===== src/rtl/seq_alu_pkg.sv =====
// Shared types for the sequential ALU: opcode encoding and FSM state encoding.
package seq_alu_pkg;

    typedef enum logic [2:0] {
        OP_ADD = 3'b000,
        OP_SUB = 3'b001,
        OP_AND = 3'b010,
        OP_OR  = 3'b011,
        OP_XOR = 3'b100,
        OP_SHL = 3'b101,
        OP_MUL = 3'b110,
        OP_CMP = 3'b111
    } op_e;

    typedef enum logic [1:0] {
        ST_IDLE = 2'b00,
        ST_EXEC = 2'b01,
        ST_MUL  = 2'b10,
        ST_DONE = 2'b11
    } state_e;

endpackage


===== src/rtl/seq_alu_mul.sv =====
// Iterative shift-add multiplier. The first partial product is folded into the
// start cycle, so busy drops after CYCLES clock edges (including the start edge)
// and product holds the full 2*WIDTH-bit result until the next start.
module seq_alu_mul #(
    parameter int WIDTH  = 4,
    parameter int CYCLES = WIDTH
) (
    input  logic                 clock,
    input  logic                 reset,
    input  logic                 start,
    input  logic [WIDTH-1:0]     a,
    input  logic [WIDTH-1:0]     b,
    output logic                 busy,
    output logic [2*WIDTH-1:0]   product
);

    localparam int CW = $clog2(CYCLES + 1);

    logic [2*WIDTH-1:0] mcand_q;
    logic [WIDTH-1:0]   mplier_q;
    logic [2*WIDTH-1:0] acc_q;
    logic [CW-1:0]      cnt_q;

    // Load operands with the first partial product, then add one shifted partial product per cycle.
    always_ff @(posedge clock or posedge reset) begin
        if (reset) begin
            mcand_q  <= {(2*WIDTH){1'b0}};
            mplier_q <= {WIDTH{1'b0}};
            acc_q    <= {(2*WIDTH){1'b0}};
            cnt_q    <= {CW{1'b0}};
        end else if (start) begin
            mcand_q  <= {{WIDTH{1'b0}}, a} << 1;
            mplier_q <= b >> 1;
            acc_q    <= b[0] ? {{WIDTH{1'b0}}, a} : {(2*WIDTH){1'b0}};
            cnt_q    <= CW'(CYCLES - 1);
        end else if (cnt_q != {CW{1'b0}}) begin
            mcand_q  <= mcand_q << 1;
            mplier_q <= mplier_q >> 1;
            acc_q    <= mplier_q[0] ? (acc_q + mcand_q) : acc_q;
            cnt_q    <= cnt_q - {{(CW-1){1'b0}}, 1'b1};
        end else begin
            mcand_q  <= mcand_q;
            mplier_q <= mplier_q;
            acc_q    <= acc_q;
            cnt_q    <= cnt_q;
        end
    end

    assign busy    = (cnt_q != {CW{1'b0}});
    assign product = acc_q;

endmodule


===== src/rtl/seq_alu.sv =====
// Sequential ALU with IDLE/EXEC/MUL/DONE control FSM and registered results.
// Optional feature macro: SEQ_ALU_MUL_EN enables the iterative multiplier for
// opcode 110; without it that opcode reports err=1 and leaves the result alone.
module seq_alu
    import seq_alu_pkg::*;
#(
    parameter int WIDTH      = 4,
    parameter int MUL_CYCLES = WIDTH
) (
    input  logic             clock,
    input  logic             reset,
    input  logic             enable,
    input  logic [2:0]       operation,
    input  logic [WIDTH-1:0] operand_a,
    input  logic [WIDTH-1:0] operand_b,
    output logic [WIDTH-1:0] rezult,
    output logic             carry,
    output logic             zero,
    output logic             err,
    output logic             busy,
    output logic             done
);

    if (WIDTH < 2 || WIDTH > 16 || MUL_CYCLES != WIDTH) begin : g_param_check
        $error("seq_alu: WIDTH must be 2..16 and MUL_CYCLES must equal WIDTH");
    end

    state_e           state_q, state_d;
    op_e              op_q;
    logic [WIDTH-1:0] a_q, b_q;
    logic [WIDTH-1:0] rez_q;
    logic             carry_q, zero_q, err_q, busy_q, done_q;
    logic [WIDTH-1:0] res_s;
    logic             cy_s, err_s;
    logic [WIDTH:0]   sum_s, diff_s;
    logic             accept_s;

    assign accept_s = (state_q == ST_IDLE) && enable;

`ifdef SEQ_ALU_MUL_EN
    logic               mul_start_s, mul_busy_s;
    logic [2*WIDTH-1:0] mul_prod_s;

    assign mul_start_s = accept_s && (operation == OP_MUL);

    seq_alu_mul #(.WIDTH(WIDTH), .CYCLES(MUL_CYCLES)) u_mul (
        .clock   (clock),
        .reset   (reset),
        .start   (mul_start_s),
        .a       (operand_a),
        .b       (operand_b),
        .busy    (mul_busy_s),
        .product (mul_prod_s)
    );
`endif

    // Next-state logic; enable is only honoured in IDLE.
    always_comb begin
        state_d = state_q;
        case (state_q)
            ST_IDLE: begin
                if (enable) begin
`ifdef SEQ_ALU_MUL_EN
                    if (operation == OP_MUL) state_d = ST_MUL;
                    else                     state_d = ST_EXEC;
`else
                    state_d = ST_EXEC;
`endif
                end else begin
                    state_d = ST_IDLE;
                end
            end
            ST_EXEC: state_d = ST_DONE;
`ifdef SEQ_ALU_MUL_EN
            ST_MUL: begin
                if (!mul_busy_s) state_d = ST_DONE;
                else             state_d = ST_MUL;
            end
`endif
            ST_DONE: state_d = ST_IDLE;
            default: state_d = ST_IDLE;
        endcase
    end

    // Result datapath from the latched operands; an unsupported op keeps the old result.
    always_comb begin
        sum_s  = {1'b0, a_q} + {1'b0, b_q};
        diff_s = {1'b0, a_q} - {1'b0, b_q};
        res_s  = rez_q;
        cy_s   = 1'b0;
        err_s  = 1'b0;
        case (op_q)
            OP_ADD: begin res_s = sum_s[WIDTH-1:0];  cy_s = sum_s[WIDTH];  end
            OP_SUB: begin res_s = diff_s[WIDTH-1:0]; cy_s = diff_s[WIDTH]; end
            OP_AND: res_s = a_q & b_q;
            OP_OR:  res_s = a_q | b_q;
            OP_XOR: res_s = a_q ^ b_q;
            OP_SHL: begin
                if ({1'b0, b_q} >= (WIDTH+1)'(WIDTH)) res_s = {WIDTH{1'b0}};
                else                                  res_s = a_q << b_q;
            end
            OP_CMP: res_s = {{(WIDTH-1){1'b0}}, (a_q < b_q)};
            OP_MUL: begin
`ifdef SEQ_ALU_MUL_EN
                res_s = mul_prod_s[WIDTH-1:0];
                cy_s  = |mul_prod_s[2*WIDTH-1:WIDTH];
`else
                res_s = rez_q;
                cy_s  = carry_q;
                err_s = 1'b1;
`endif
            end
            default: begin res_s = rez_q; cy_s = carry_q; err_s = 1'b1; end
        endcase
    end

    // State, operand latch and busy register; operands only load on an accepted enable.
    always_ff @(posedge clock or posedge reset) begin
        if (reset) begin
            state_q <= ST_IDLE;
            op_q    <= OP_ADD;
            a_q     <= {WIDTH{1'b0}};
            b_q     <= {WIDTH{1'b0}};
            busy_q  <= 1'b0;
        end else begin
            state_q <= state_d;
            busy_q  <= (state_d != ST_IDLE);
            if (accept_s) begin
                op_q <= op_e'(operation);
                a_q  <= operand_a;
                b_q  <= operand_b;
            end else begin
                op_q <= op_q;
                a_q  <= a_q;
                b_q  <= b_q;
            end
        end
    end

    // Output registers update only when leaving DONE, producing the one-cycle done pulse.
    always_ff @(posedge clock or posedge reset) begin
        if (reset) begin
            rez_q   <= {WIDTH{1'b0}};
            carry_q <= 1'b0;
            zero_q  <= 1'b1;
            err_q   <= 1'b0;
            done_q  <= 1'b0;
        end else if (state_q == ST_DONE) begin
            rez_q   <= res_s;
            carry_q <= cy_s;
            zero_q  <= (res_s == {WIDTH{1'b0}});
            err_q   <= err_s;
            done_q  <= 1'b1;
        end else begin
            done_q  <= 1'b0;
        end
    end

    assign rezult = rez_q;
    assign carry  = carry_q;
    assign zero   = zero_q;
    assign err    = err_q;
    assign busy   = busy_q;
    assign done   = done_q;

endmodule


===== config.mk =====
export PLATFORM = sky130hd
export DESIGN_NAME = seq_alu
export DESIGN_NICKNAME = d
export VERILOG_FILES = /design/src/rtl/seq_alu_pkg.sv /design/src/rtl/seq_alu_mul.sv /design/src/rtl/seq_alu.sv
export SDC_FILE = /design/constraint.sdc
export NUM_CORES = 1
export LEC_CHECK = 0
export ABC_AREA = 1
export BUFFER_PORTS_ARGS = -buffer_cell sky130_fd_sc_hd__buf_2
export CORE_MARGIN = 5
export CORE_UTILIZATION = 55
export DETAILED_ROUTE_END_ITERATION = 8
export PLACE_DENSITY = 0.77
export SLEW_MARGIN = 20
export SYNTH_ARGS = -nofsm -noshare
export SYNTH_HDL_FRONTEND = slang
export SYNTH_HIERARCHICAL = 1
export SYNTH_SLANG_ARGS = --single-unit
export TNS_END_PERCENT = 20

===== constraint.sdc =====
create_clock -name clock -period 1.89 [get_ports clock]
set_input_delay 0.0945 -clock clock [delete_from_list [all_inputs] [get_ports clock]]
set_output_delay 0.0945 -clock clock [all_outputs]
set_load 0.05 [all_outputs]

==> impl_metrics.yaml <==
run_status:
  status: "finished, final reports clean"
route:
  vias_per_cell: 5.475
  routed_wl_um: 3590
  drt_iter0_drc: 84
  wl_per_cell_um: 13.75
  vias: 1429
  first_pass_iters: 5
  drc: 0
  antenna_left: 0
clock_tree:
  cts_tree: "built"
  cts_sinks: 22
  htree_levels: 1
  cts_buffers: 3
  worstSkewPairLatency_ns: 0.32
  cts_max_path_buffers: 2
  clk_pin_slew_ns: 0.14
  clockRootBuffer: "clkbuf_4"
finish:
  nets: 259
  final_area_um2: 1753
  syn_to_final_growth_pct: 16.46
  diodes: 0
  mostFrequentLayoutCells: "34 x nor2_1, 32 x nand2_1, 24 x nand3_1, 22 x buf_2, 20 x inv_1"
  stdcell_count: 261
  seqCellArea_um2: 554.3
  drive_above_1_share_pct: 23.04
  fill_cells: 243
  multi_input_area_um2: 838.3
  mostFrequentLayoutCell: "nor2_1"
place:
  dp_cells: 254
  io_buffer_count: 22
  placed_cell_area_um2: 1648
  dp_hpwl_um: 2741
  place_congestion: 0.9231
power_and_ir_drop:
  p_switching_uw: 1826
  p_int_uw: 1637
  p_leak_uw: 0.0009024
  comb_power_share_pct: 61.2
  clockPowerShare_pct: 10.7
  p_seq_share_pct: 28.1
  cellPowerDensity_nw_per_um2: 1976
  switching_share_pct: 52.73
  power_uw: 3463
  irDropWorstVdd_v: 0.001181
timing:
  fin_setup_tns_ns: 0
  tightestPinTransition_ns: 0.8165
  hold_viol_final: 0
  fin_skew_ns: 0.007849
  finalSetupViolations: 0
  fin_crit_sh_pct: 98.64
  final_max_slew_viol_count: 0
  period_needed_ns: 1.864
  rsz0062_at_grt: "yes"
  timing.fmax_mhz: 536.4
  maxSlewHeadroom_pct: 45.51
  hold_slack_ns: 0.01524
floorplan:
  start_util_pct: 56.03
  die_h_um: 62.32
  ioPinCount: 23
  core_um2: 2686
  dieArea_um2: 3883
  die_w_um: 62.32
  rows: 19
logic_synthesis:
  avgSynthCellArea_um2: 7.451
  netlist.area_leader.share_pct: 34.91
  ys_ff_latch: 22
  ys.flop_type: "dfrtp_1"
  syn-num-nets: 230
  synthTopCellsByArea: "dfrtp_1 35%, ha_1 10%, nor2_1 8.7%"
  synth_seq_area_share_pct: 36.66
  netlist_area_um2: 1505
  synth_area_leader_cell: "dfrtp_1"
  yosysWarnings: 6
  synthDistinctLibCells: 26
  synthArstFlopShare_pct: 100.0
  netlist_instances: 202
  synth_edf_count: 0
setup_path:
  cp.arrival_ns: 2.14
  startpoint: "a_q[0]"
  cp_max_fo: 4
  required_ns: 2.16
  cp-end-kind: "flop"
  reg2regPathDepth: 9
  start_kind: "flop"
  r2r-start: "a_q[0]"
  path_class: "flop to flop"
worst_hold_path:
  hold_class: "input port to flop"
  hp-start: "operation[0]"
  hold_depth: 3
global_route:
  grt_usage_pct: 19.19
  antenna_found_initial: 0
  grt_pass1_vias: 1334
  grt_max_degree: 25
  grt_pass1_wl_um: 6161
  overflow: 0
flow_run:
  maxCapViolCount: 0
cell usage after synthesis (2+ instances only):
master and instances:
a21oi_1 14, buf_2 2, buf_4 2, dfrtp_1 21, fa_1 2, ha_1 12
inv_1 22, inv_2 4, nand2_1 32, nand3_1 24, nand4_1 9, nor2_1 35
o21ai_0 6, o21ai_1 4, or2_2 2
per-stage QoR:
step	worst slack, ns	util [%]
floorplan	0.1493	-
global placement	0.06965	61.34
detailed placement	0.03910	61.34
CTS	0.002616	63.67
global route	-0.06619	65.25
finish	0.02564	65.25
cells by family (layout without fill, tap and decap cells):
family                     Yosys count  count (layout)  share of synthesized area, %
DFF                                 22              22                         36.66
AOI/OAI and AO/OA                   28              28                         9.976
and+or+nand+nor                    106             106                         31.42
adders and majority gates           14              14                         12.63
buffers and inverters               32              60                         9.310
timing repair:
action                                 in CTS  in global routing
hold buffers                                1                  0
buffers inserted                            0                  2
resized for setup                           0                 11
setup endpoints to repair                   0                  4
endpoints found under the hold margin      21                  0
cell type report:
| type | count | area share, % |
|---|---|---|
| clock buffers | 3 | 1.285 |
| clock inverters | 1 | 1.713 |
| inverters | 27 | 5.924 |
| multi-input cells | 148 | 47.82 |
| flip-flops and latches | 22 | 31.62 |
| well taps | 31 | 2.213 |
| repair buffers | 29 | 9.422 |
metal layers:
metal	global-route usage (%)	part of all wire (%)
met1	24.86	45
met2	31.22	46
met3	4.144	6.0
met4	7.162	2.6
met5	0	0
power by group through the flow:
stage | Combinational (uW) | Sequential [uW] | Clock [uW]
after detailed placement | 2010 | 967 | 0
after floorplan | 1330 | 1150 | 0
after CTS | 2030 | 958 | 378
after global placement | 2000 | 961 | 0
final | 2120 | 974 | 370
after global routing | 2390 | 1020 | 397
sequential cells by signal, indices dropped and copies added (netlist names):
register  count
a_q           4
b_q           4
rezult        4
op_q          3
state_q       2
busy          1
carry         1
done          1
err           1
zero          1
path summary, 6_finish.rpt:
check | end | slack, ns
min in group asynchronous | op_q[1] | 0.46
max reg2reg | zero | 0.03
max | zero | 0.03
max in group asynchronous | a_q[1] | 0.87
min | op_q[0] | 0.02
min reg2reg | zero | 0.48
worst max-delay path: stages (launching register included):
cell and delay (ns):
dfrtp_1 0.44, buf_4 0.15, ha_2 0.20, fa_2 0.33, or2_2 0.27, nand3_1 0.08, nand4_1 0.10, nor2_1 0.12
nand3_1 0.07, nand2_1 0.06
(Power assumes the default switching activity.)
